## config.mk

```make
export PLATFORM = sky130hd
export DESIGN_NAME = regfile_wb
export DESIGN_NICKNAME = d
export VERILOG_FILES = /design/src/rtl/regfile_pkg.sv /design/src/rtl/regfile_wb_decoder1to32.sv /design/src/rtl/regfile_wb.sv
export SDC_FILE = /design/constraint.sdc
export NUM_CORES = 2
export LEC_CHECK = 0
export ABC_AREA = 0
export BUFFER_PORTS_ARGS = -buffer_cell sky130_fd_sc_hd__buf_2
export CORE_MARGIN = 1.5
export CORE_UTILIZATION = 60
export DETAILED_ROUTE_END_ITERATION = 16
export PLACE_DENSITY_LB_ADDON = 0.2
export SYNTH_ARGS = -nofsm -noshare
export SYNTH_HDL_FRONTEND = slang
export SYNTH_SLANG_ARGS = --single-unit
```

## constraint.sdc

```tcl
create_clock -name clk -period 43.2 [get_ports clk]
set_clock_uncertainty 0.1 [all_clocks]
set_input_delay 2.16 -clock clk [delete_from_list [all_inputs] [get_ports clk]]
set_output_delay 2.16 -clock clk [all_outputs]
set_load 0.05 [all_outputs]
```

## src/rtl/regfile_pkg.sv

```systemverilog
// Shared widths, address/word types and the write-back staging entry for the register file.
// Types only; no logic, no latency, no flow control.
// Other files pull these in with import regfile_pkg::*.
package regfile_pkg;

    localparam int DATA_W   = 32;
    localparam int ADDR_W   = 5;
    localparam int NUM_REGS = 2 ** ADDR_W;

    typedef logic [DATA_W-1:0] word_t;
    typedef logic [ADDR_W-1:0] regaddr_t;

    localparam regaddr_t ZERO_REG = '0;

    typedef struct packed {
        logic     vld;
        regaddr_t addr;
        word_t    dat;
    } wb_entry_t;

endpackage

```

## src/rtl/regfile_wb_decoder1to32.sv

```systemverilog
// One-hot write-enable decoder: address plus enable in, one enable line per register out.
// Latency: purely combinational.
// Backpressure: none; the output is all zeros whenever en is low.
module decoder1to32
    import regfile_pkg::*;
(
    input  logic [ADDR_W-1:0]   addr,
    input  logic                en,
    output logic [NUM_REGS-1:0] onehot
);

    always_comb begin
        onehot = '0;
        if (en) begin
            onehot[addr] = 1'b1;
        end
    end

endmodule

```

## src/rtl/regfile_wb.sv

```systemverilog
// 32x32 register file: two async read ports, one write port via a one-entry write-back stage; r0 reads 0.
// Latency: a write reaches the array one edge after capture; with REGFILE_BYPASS_EN it is readable right after capture.
// Backpressure: none; capture and commit share an edge, so back-to-back writes never stall.
module regfile_wb
    import regfile_pkg::*;
(
    input  logic              clk,
    input  logic              reset,
    input  logic [ADDR_W-1:0] ReadRegister1,
    input  logic [ADDR_W-1:0] ReadRegister2,
    input  logic [ADDR_W-1:0] WriteRegister,
    input  logic [DATA_W-1:0] WriteData,
    input  logic              RegWrite,
    output logic [DATA_W-1:0] ReadData1,
    output logic [DATA_W-1:0] ReadData2,
    output logic              wb_pending
);

    wb_entry_t             pend;
    logic                  cap;
    logic [NUM_REGS-1:0]   we;
    word_t                 mem [NUM_REGS];

    // Writes to r0 are dropped here so they never occupy the staging slot.
    assign cap = RegWrite && (WriteRegister != ZERO_REG);

    always_ff @(posedge clk or posedge reset) begin
        if (reset) begin
            pend <= '0;
        end else begin
            pend.vld <= cap;
            if (cap) begin
                pend.addr <= WriteRegister;
                pend.dat  <= WriteData;
            end
        end
    end

    decoder1to32 u_dec (
        .addr   (pend.addr),
        .en     (pend.vld),
        .onehot (we)
    );

    // Word 0 is a zero cell: its enable only ever reloads zero.
    always_ff @(posedge clk or posedge reset) begin
        if (reset) begin
            for (int i = 0; i < NUM_REGS; i++) begin
                mem[i] <= '0;
            end
        end else begin
            for (int i = 0; i < NUM_REGS; i++) begin
                if (we[i]) begin
                    mem[i] <= (i == 0) ? '0 : pend.dat;
                end
            end
        end
    end

`ifdef REGFILE_BYPASS_EN
    logic byp1;
    logic byp2;

    assign byp1 = pend.vld && (pend.addr == ReadRegister1);
    assign byp2 = pend.vld && (pend.addr == ReadRegister2);

    assign ReadData1 = (ReadRegister1 == ZERO_REG) ? '0 :
                       byp1 ? pend.dat : mem[ReadRegister1];
    assign ReadData2 = (ReadRegister2 == ZERO_REG) ? '0 :
                       byp2 ? pend.dat : mem[ReadRegister2];
`else
    // Without bypass the hazard unit must cover the one-cycle window before commit.
    assign ReadData1 = (ReadRegister1 == ZERO_REG) ? '0 : mem[ReadRegister1];
    assign ReadData2 = (ReadRegister2 == ZERO_REG) ? '0 : mem[ReadRegister2];
`endif

    assign wb_pending = pend.vld;

endmodule

```

==> flow_metrics.tcl <==
set metrics [dict create \
    portBuffers 114 \
    p_leak_uw 0.0280 \
    globalplace.congestion 0.861 \
    crit_type "input pin to output pin" \
    clk_path_buf_depth 3 \
    status "complete, no violations" \
    drt_iter0_markers 4575 \
    layout.nets 4375 \
    layout_common_cells "1,042 x mux2_2, 1,030 x dfrtp_1, 768 x mux2i_1, 194 x o22ai_1, 144 x nand2_1" \
    power.density_mw_per_mm2 54.3 \
    drt-total-wl_um 179000 \
    drc 0 \
    cp_data_arrival_time_ns 7.84 \
    netlist_instances 4452 \
    hold_viol_final 0 \
    yosysWarnings 0 \
    dp_hpwl_um 100000 \
    rrSetupSlack_ns 40.17 \
    place_area_mm2 0.0568 \
    crit_required_ns 40.94 \
    synthFlopType "dfrtp_1" \
    p_comb_frac 0.239 \
    avgSynthCellArea_um2 12.6 \
    seqCellArea_mm2 0.0258 \
    synth_area_mm2 0.0562 \
    grt_pass1_wl_um 263000 \
    antenna_left 0 \
    rsz0062_at_grt "false" \
    grt.total_usage 0.376 \
    clock-root-buffer "clkbuf_16" \
    die_x_um 309 \
    hold_buffers 0 \
    num-fill-cells 7122 \
    clkSlewWorstSetupHoldPaths_ns 0.06 \
    final_area_mm2 0.0606 \
    layout_min_cycle_time_ns 10.10 \
    route.vias.total 39500 \
    synth.area.top_cells "dfrtp_1 46%, mux2_2 21%, mux2i_1 14%, mux4_2 2.5%, o22ai_1 2.2%" \
    p_int_uw 2280 \
    finalCritPeriodShare 0.234 \
    fp.dieArea_mm2 0.0956 \
    row_count 112 \
    min_path_type "flip-flop to flip-flop" \
    gr-total-overflow 0 \
    p_sw_uw 1010 \
    synth_nets 4502 \
    pin_count 115 \
    synth_cell_types 41 \
    pwr-share-clk 0.308 \
    async_flop_share 1.00 \
    seq_area_frac_synth 0.458 \
    final_common_cell "mux2_2" \
    max_freq_mhz 99.0 \
    p_sw_frac 0.307 \
    maxCapViolCount 0 \
    setup_tns_ns 0 \
    numCtsBuffers 109 \
    via_per_inst 6.97 \
    worst_slew_pin_slew_ns 1.26 \
    antenna_found_initial 4 \
    finalSetupViolCount 0 \
    synth_top_cell_by_area "dfrtp_1" \
    post_cts_buffers 0 \
    coreArea_mm2 0.0930 \
    drv_slew 0 \
    dp_slack_ns 33.31 \
    worstSkewPairLatency_ns 0.70 \
    synth_edf_count 0 \
    ir_worst_vdd_v 0.0000438 \
    cts.sink_count 1030 \
    yosys.area.top_type_share 0.458 \
    slew_headroom 0.159 \
    wl_per_cell_um 31.6 \
    critPathCaptureType "output pin" \
    grt_pass1_vias 39100 \
    path_max_fanout 91 \
    cp-start-kind "input pin" \
    cts_resized 0 \
    multi_input_area_mm2 0.0281 \
    die-height_um 309 \
    area_growth_syn_to_layout_pct 7.79 \
    seq_power_share 0.453 \
    drive_gt1_frac 0.365 \
    cts_max_level 3 \
    cts_tree "yes" \
    drt_pass1_iterations 6 \
    grt_max_degree 151 \
    initial_core_util 0.604 \
    setup_slack_ns 33.10 \
    ys_ff_latch 1030 \
]
[power by group through the flow]
stage          registers [uW]  logic (uW)  clock network, uW
6_report                 1490         787               1010
5_1_grt                  1530         842               1060
4_1_cts                  1480         780               1020
3_5_place_dp             1500         776                  0
3_3_place_gp             1480         755                  0
2_1_floorplan            1420         656                  0
[cells by family after synthesis]
| kind of cell | count (synthesis) | share of synthesized area |
|---|---|---|
| multiplexers | 1922 | 0.380 |
| AND/OR/NAND/NOR | 666 | 0.0596 |
| flip-flops | 1030 | 0.458 |
| buffers and inverters | 447 | 0.0465 |
| AO/OA/AOI/OAI | 387 | 0.0555 |
[Yosys cell counts, types with 51 or more instances]
library cell  number
mux2_2          1042
dfrtp_1         1030
mux2i_1          768
o22ai_1          194
clkbuf_1         165
nand2_1          161
buf_2            160
nor2_1           131
nand2b_1          70
nand3_1           68
nor3_1            67
a22oi_1           64
nor4_1            64
a221o_1           62
mux4_2            62
nand4_1           62
a211oi_2          58
buf_4             51
[per-layer routing]
| metal | routed length [um] | share of wire | GRT usage |
|---|---|---|---|
| met5 | 23 | 0.00013 | 0 |
| met1 | 72800 | 0.41 | 0.519 |
| met3 | 19000 | 0.11 | 0.0943 |
| met2 | 78300 | 0.44 | 0.559 |
| met4 | 8980 | 0.050 | 0.170 |
[per-stage QoR]
step	hold slack (ns)	utilization	cells	total power, uW
global route	0.435	0.652	5670	3430
detailed placement	0.398	0.610	5468	2270
floorplan	0.379	-	4452	2070
global placement	0.389	0.610	5468	2240
CTS	0.412	0.652	5670	3280
finish	0.409	0.652	5671	3290
[area by class of cell]
cell class	instances	share of cell area
clock buffers	161	0.0537
multi-input cells	2975	0.463
clock inverters	41	0.0100
repair buffers	207	0.0222
diodes	1	0.0000413
well taps	1254	0.0259
inverters	2	0.000248
flip-flops and latches	1030	0.425
[registers in the layout (all words and copies together), names as in the netlist]
signal / count
wb_pending: 1
mem: 992
pend: 37
[worst max-delay path, stage by stage]
cell and delay [ns]:
buf_8 0.55, buf_4 0.83, buf_4 0.92, buf_4 0.68
buf_4 0.81, mux2i_1 0.17, o22ai_1 0.20, nor4_1 0.10
a211oi_1 0.68, buf_2 0.39
[path summary, 6_finish.rpt]
| kind | startpoint | end | cells after the start |
|---|---|---|---|
| setup / recovery | ReadRegister2[0] | ReadData2[1] | 10 |
| hold / removal | mem[366]$_DFFE_PP0P_ | mem[366]$_DFFE_PP0P_ | 1 |
| setup reg to reg | pend[36]$_DFFE_PP0P_ | mem[549]$_DFFE_PP0P_ | 4 |
| hold reg to reg | mem[366]$_DFFE_PP0P_ | mem[366]$_DFFE_PP0P_ | 1 |
| max in group asynchronous | reset | mem[418]$_DFFE_PP0P_ | 5 |
| min in group asynchronous | reset | mem[249]$_DFFE_PP0P_ | 2 |
No activity file was read; power rests on OpenSTA's default activity.
